<file path="config.mk">
export PLATFORM = sky130hd
export DESIGN_NAME = vga_sync_gen
export DESIGN_NICKNAME = d
export VERILOG_FILES = /design/src/rtl/vga_sync_gen.sv
export SDC_FILE = /design/constraint.sdc
export NUM_CORES = 1
export LEC_CHECK = 0
export BUFFER_PORTS_ARGS = -buffer_cell sky130_fd_sc_hd__buf_2
export CORE_MARGIN = 1.5
export CORE_UTILIZATION = 40
export CTS_CLUSTER_SIZE = 12
export DETAILED_ROUTE_END_ITERATION = 6
export PLACE_DENSITY_LB_ADDON = 0.05
export SLEW_MARGIN = 10
export SYNTH_ARGS = -nofsm -noshare
export SYNTH_HDL_FRONTEND = slang
export SYNTH_SLANG_ARGS = --single-unit
</file>
<file path="constraint.sdc">
create_clock -name CLK -period 4.1 [get_ports CLK]
set_input_delay 0.205 -clock CLK [delete_from_list [all_inputs] [get_ports CLK]]
set_output_delay 0.205 -clock CLK [all_outputs]
set_load 0.02 [all_outputs]
</file>
<file path="src/rtl/vga_sync_gen.sv">
// VGA raster timing generator: pixel prescaler, free-running column/line counters and
// registered sync / blanking / end-of-line / end-of-frame strobes aligned to the counters.
module vga_sync_gen #(
    parameter int CLK_DIV   = 2,
    parameter int H_DISPLAY = 640,
    parameter int H_FP      = 16,
    parameter int H_SYNC    = 96,
    parameter int H_BP      = 48,
    parameter int V_DISPLAY = 480,
    parameter int V_FP      = 10,
    parameter int V_SYNC    = 2,
    parameter int V_BP      = 33
) (
    input  logic       CLK,
    input  logic       RST,
    output logic       p_tick,
    output logic [9:0] ADDRH,
    output logic [9:0] ADDRV,
    output logic       HSYNC,
    output logic       VSYNC,
    output logic       video_ON,
    output logic       line_end,
    output logic       frame_end
);

    localparam int H_TOT = H_DISPLAY + H_FP + H_SYNC + H_BP;
    localparam int V_TOT = V_DISPLAY + V_FP + V_SYNC + V_BP;
    localparam int DIV_W = (CLK_DIV > 1) ? $clog2(CLK_DIV) : 1;

    localparam logic [DIV_W-1:0] DIV_LAST = DIV_W'(CLK_DIV - 1);
    localparam logic [9:0] H_LAST   = 10'(H_TOT - 1);
    localparam logic [9:0] V_LAST   = 10'(V_TOT - 1);
    localparam logic [9:0] H_VIS    = 10'(H_DISPLAY);
    localparam logic [9:0] V_VIS    = 10'(V_DISPLAY);
    localparam logic [9:0] HS_FIRST = 10'(H_DISPLAY + H_FP);
    localparam logic [9:0] HS_LAST  = 10'(H_DISPLAY + H_FP + H_SYNC - 1);
    localparam logic [9:0] VS_FIRST = 10'(V_DISPLAY + V_FP);
    localparam logic [9:0] VS_LAST  = 10'(V_DISPLAY + V_FP + V_SYNC - 1);

    logic [DIV_W-1:0] div_q, div_d;
    logic             p_tick_q, p_tick_d;
    logic [9:0]       addrh_q, addrh_d;
    logic [9:0]       addrv_q, addrv_d;
    logic             hsync_q, hsync_d;
    logic             vsync_q, vsync_d;
    logic             video_on_q, video_on_d;
    logic             line_end_q, line_end_d;
    logic             frame_end_q, frame_end_d;

    always_comb begin
        div_d    = (div_q == DIV_LAST) ? '0 : div_q + DIV_W'(1);
        p_tick_d = (div_d == DIV_LAST);

        addrh_d = addrh_q;
        addrv_d = addrv_q;
        if (p_tick_q) begin
            if (addrh_q == H_LAST) begin
                addrh_d = '0;
                addrv_d = (addrv_q == V_LAST) ? '0 : addrv_q + 10'd1;
            end else begin
                addrh_d = addrh_q + 10'd1;
            end
        end

        // Decoded from the next counter values so the registered flags line up with ADDRH/ADDRV.
        hsync_d     = !((addrh_d >= HS_FIRST) && (addrh_d <= HS_LAST));
        vsync_d     = !((addrv_d >= VS_FIRST) && (addrv_d <= VS_LAST));
        video_on_d  = (addrh_d < H_VIS) && (addrv_d < V_VIS);
        line_end_d  = p_tick_d && (addrh_d == H_LAST);
        frame_end_d = line_end_d && (addrv_d == V_LAST);
    end

    always_ff @(posedge CLK or negedge RST) begin
        if (!RST) begin
            div_q       <= '0;
            p_tick_q    <= 1'b0;
            addrh_q     <= '0;
            addrv_q     <= '0;
            hsync_q     <= 1'b1;
            vsync_q     <= 1'b1;
            video_on_q  <= 1'b0;
            line_end_q  <= 1'b0;
            frame_end_q <= 1'b0;
        end else begin
            div_q       <= div_d;
            p_tick_q    <= p_tick_d;
            addrh_q     <= addrh_d;
            addrv_q     <= addrv_d;
            hsync_q     <= hsync_d;
            vsync_q     <= vsync_d;
            video_on_q  <= video_on_d;
            line_end_q  <= line_end_d;
            frame_end_q <= frame_end_d;
        end
    end

    assign p_tick    = p_tick_q;
    assign ADDRH     = addrh_q;
    assign ADDRV     = addrv_q;
    assign HSYNC     = hsync_q;
    assign VSYNC     = vsync_q;
    assign video_ON  = video_on_q;
    assign line_end  = line_end_q;
    assign frame_end = frame_end_q;

endmodule

</file>
# After elaboration in Yosys (flattened, before gate mapping)
# Cells that the tools add are included.
dict set report word_totals {
  reg_bits 26
  input_bits 2
  out_inout_bits 26
  wordCells 34
}
dict set report op_classes {
  n_addsub 3
  order_cmp 6
  eq_ne 4
  mux 6
  n_reduce_logical 7
}
# cell n
set op_table {}
lappend op_table {{$mux W10} 5}
lappend op_table {{$eq A10 B10 Y1 const B} 4}
lappend op_table {{$add A10 B1 Y10 const B} 2}
lappend op_table {{$ge A10 B10 Y1 const B} 1}
lappend op_table {{$ge A10 B9 Y1 const B} 1}
lappend op_table {{$le A10 B10 Y1 const B} 1}
lappend op_table {{$le A10 B9 Y1 const B} 1}
lappend op_table {{$lt A10 B10 Y1 const B} 1}
lappend op_table {{$lt A10 B9 Y1 const B} 1}
lappend op_table {{$logic_and A1 B1 Y1} 5}
lappend op_table {{$logic_not A1 Y1} 2}
lappend op_table {{$add A1 B1 Y1 const B} 1}
lappend op_table {{$mux W1} 1}

# Logic depth before layout (Yosys ltp)
dict set report logic_depth {
  ltp_word 7
  depth_mapped 8
  ltp_nobuf 7
}

# Least setup slack after synthesis
# No wires, ideal clock.
dict set report synth_timing {
  kind {reg-to-reg}
  from {register addrh_q[0] (netlist: ADDRH[0])}
  to {register video_on_q (netlist: video_ON)}
  setup_ns 0.139
  arrival_time_ns 1.865
  t_required_ns 3.961
  setup_slack_ns 2.097
  stages_incl_launch_ff 8
  n_path_buf 0
  period_less_slack_ns 2.003
  cell_sequence {dfrtp_1 > ha_1 > and3_1 > and4_4 > nand4_1 > xor2_1 > nor4b_2 > a211oi_1}
}
dict set report synth_via {
  elab_chain_len 5
  word_cells_on_any_way 9
  classes_between {add/sub (1); order compare (2); eq/ne (1); mux (4); reduce/logical (1)}
}
# element line_no
set synth_rtl {}
lappend synth_rtl {{start, declared} 42} ;# logic [9:0] addrh_q, addrh_d;
lappend synth_rtl {{start signal, assigned} 87} ;# addrh_q <= addrh_d;
lappend synth_rtl {{$add A10 B1 Y10 / $eq A10 B10 Y1 (equally long branches)} {61, 57}}
lappend synth_rtl {{$mux W10} 57} ;# if (addrh_q == H_LAST) begin
lappend synth_rtl {{$mux W10} 56} ;# if (p_tick_q) begin
lappend synth_rtl {{$lt A10 B10 Y1 / $lt A10 B9 Y1 (equally long branches)} 68} ;# video_on_d = (addrh_d < H_VIS) && (addrv_d < V_VIS);
lappend synth_rtl {{$logic_and A1 B1 Y1 (*)} 68}
lappend synth_rtl {{net video_on_d} 46} ;# logic video_on_q, video_on_d;
lappend synth_rtl {{end signal, assigned} 91} ;# video_on_q <= video_on_d;
lappend synth_rtl {{end, declared} 46}
# The timed path passes the listed nets; every way through them passes the cells marked *.

# Worst setup path after layout
# Ends and elaborated chain as after synthesis.

==> results_dict.tcl <==
set metrics [dict create \
    slowest_delay_ns 0.45 \
    avgSynthCellArea_um2 10.3 \
    path_delay_family "simple AND/OR/NAND/NOR gates" \
    pwr-share-clk_pct 44.9 \
    hold_violations 0 \
    placed_cell_area_um2 1660 \
    antenna_found_initial 0 \
    vias 1184 \
    arrival_ns 2.32 \
    dp_hpwl_mm 2.39 \
    die-height_um 64.4 \
    dieArea_um2 4150 \
    numPortBuffers 27 \
    yosysSeqAreaShare_pct 43.2 \
    p_sw_uw 88.0 \
    combPwrFrac_pct 1.2 \
    drt-initial-drc-count 49 \
    vias_per_cell 5.33 \
    setup_violations 0 \
    grt_pass1_wl_mm 5.59 \
    ios 28 \
    cap_violations 0 \
    cp_num_buf_inv 0 \
    fin_area_um2 1740 \
    status "finished clean" \
    synth_top_area_share_pct 39.8 \
    dp.cells 217 \
    synth_most_common_cell "dfrtp_1" \
    overflow 0 \
    cpMaxStageDelayCell "dfrtp_1" \
    num_rows 22 \
    synthArstFlopShare_pct 100 \
    slew_violations 0 \
    hp-class "input port to asynchronous set/reset pin" \
    initial_utilization_pct 41.6 \
    synthesis.nets 152 \
    die_x_um 64.4 \
    relSlewSlack_pct 61.0 \
    globalplace.congestion 0.854 \
    crit_fanout 13 \
    finalWirelength_mm 3.26 \
    yosys_most_used_dff "dfrtp_1" \
    drc 0 \
    drt_first_pass_iters 5 \
    rsz0062_at_grt "no" \
    start_kind "register" \
    drtAntennaViolNets 0 \
    seq_power_share_pct 53.9 \
    numCtsBuffers 3 \
    cts_tree "done" \
    final_cells 222 \
    p_int_uw 388 \
    wire_per_inst_um 14.7 \
    cts_buffer_depth 2 \
    p_per_area_nw_per_um2 273 \
    ys_types 45 \
    final_nets 180 \
    switching_share_pct 18.5 \
    root_buffer "clkbuf_8" \
    ys_top_cells_by_count "dfrtp_1, nand4_1, nor2_1, nand2_1" \
    min_period_ns 2.18 \
    yosys_warnings 0 \
    clock_sinks 26 \
    p_total_uw 476 \
    synth-edff-count 0 \
    end_kind "register" \
    drive_gt1_share_pct 27.6 \
    antenna_cells 0 \
    clock_latency_ns 0.27 \
    syn_area_um2 1510 \
    coreArea_um2 3630 \
    syn_inst 147 \
    yosys.area.top_type "dfrtp_1" \
    grt_pass1_vias 1169 \
    fin_util_pct 48.0 \
    worstPathRequired_ns 4.23 \
    multiInputGateArea_um2 779 \
    area_growth_pct 15.4 \
    grt_max_degree 27 \
    max-vdd-ir-drop_v 0.000119 \
    clkTransAtPathRegs_ns 0.09 \
    path_cells "ha_1, and3_1, and4_4, nand4_1, xor2_1, nor4b_2, a211oi_1" \
    ys_seq_elements 26 \
    cts_htree_levels 1 \
    finalCritPeriodShare_pct 53.2 \
    grt_usage_pct 17.4 \
    n_fill_cell 365 \
    p_leak_uw 0.000855 \
    finalSetupTns_ns 0 \
    fmax_mhz 458 \
    seqCellArea_um2 653 \
    ctsResizeCount 0 \
    synth_area_leaders "dfrtp_1, nand4_1, xor2_1" \
    fin_worst_skew_ns 0.00333 \
    worst_slew_pin_slew_ns 0.585 \
    criticalPathCategory "register to register" \
]
[timing repair]
item,CTS,global route
hold buffers,1,0
buffers inserted,0,0
endpoints found under the setup margin,0,0
endpoints found under the hold margin,24,0
[power groups by stage]
| stage | Combinational (uW) | Clock (uW) | Sequential (uW) |
|---|---|---|---|
| after floorplan | 0.000374 | 0 | 261 |
| after global placement | 5.44 | 0 | 261 |
| after detailed placement | 5.69 | 0 | 261 |
| after CTS | 6.41 | 220 | 256 |
| after global routing | 7.18 | 233 | 256 |
| final | 5.87 | 214 | 256 |
[flip-flops by register name, indices dropped and copies added (netlist names)]
signal	cells
ADDRH	10
ADDRV	10
HSYNC	1
VSYNC	1
frame_end	1
line_end	1
p_tick	1
video_ON	1
[worst reg2reg max path, stage by stage (launching register included)]
cell and delay, ns:
dfrtp_1 0.45, ha_1 0.24, and3_1 0.23, and4_4 0.37, nand4_1 0.15, xor2_1 0.20
nor4b_2 0.32, a211oi_1 0.09
[layout by cell type, fill, tap and decap left out, types with 2 or more instances in the layout]
cell	instances
buf_2	27
nand2_4	2
nand3_1	9
xor2_1	7
and3_1	3
ha_1	3
a21oi_1	3
a21o_1	2
dfstp_2	2
o21ai_0	4
nor3b_1	3
dfrtp_1	24
inv_1	9
xnor2_1	5
nor2_1	12
nor4_2	2
clkbuf_8	3
and2_1	2
nand2_1	11
mux2i_1	2
nand4_1	13
nand4_2	2
[cells by family (layout without fill, tap and decap cells)]
group                      count (synthesis)  in the layout  synth area share [%]
and+or+nand+nor                           70             70                  29.9
DFF                                       26             26                  43.2
AOI/OAI and AO/OA                         18             18                  8.37
adders and majority gates                  3              3                  2.49
muxes                                      3              3                  2.82
buffers and inverters                     14             41                  5.14
xor gates and xnor gates                  13             13                  8.04
[area by class of cell]
cell class                 instances  share of cell area, %
multi-input combinational        107                   44.7
sequential                        26                   37.5
tap                               48                   3.45
clock buffer                       3                   2.37
inverter                           9                   1.94
clock inverter                     1                   1.72
timing repair buffer              28                   8.33
[worst paths after layout]
check / slack [ns] / cells after the start / start / endpoint
max in group asynchronous: 3.26 / 2 / RST / line_end
setup / recovery: 1.92 / 7 / ADDRH[0] / video_ON
hold reg to reg: 0.56 / 1 / ADDRH[1] / ADDRH[1]
setup reg to reg: 1.92 / 7 / ADDRH[0] / video_ON
hold / removal: 0.46 / 2 / RST / ADDRV[4]
min in group CLK: 0.56 / 1 / ADDRH[1] / ADDRH[1]
[layer usage]
metal  part of all wire [%]  routed length [um]  global-route usage, %  vias up
li1                       -                   -                      -      580
met1                     44                1440                   23.6      575
met2                     51                1680                   28.8       27
met3                    3.7                 122                   2.08        2
met4                   0.52                  17                   5.85        0
met5                      0                   0                      0        -
[per-stage QoR]
stage | hold slack, ns | worst slack, ns
global route | 0.526 | 1.71
finish | 0.458 | 1.92
floorplan | -0.0906 | 2.10
global placement | 0.231 | 1.99
CTS | 0.477 | 1.90
detailed placement | 0.244 | 1.89
Power figures use the tool's default switching activity.
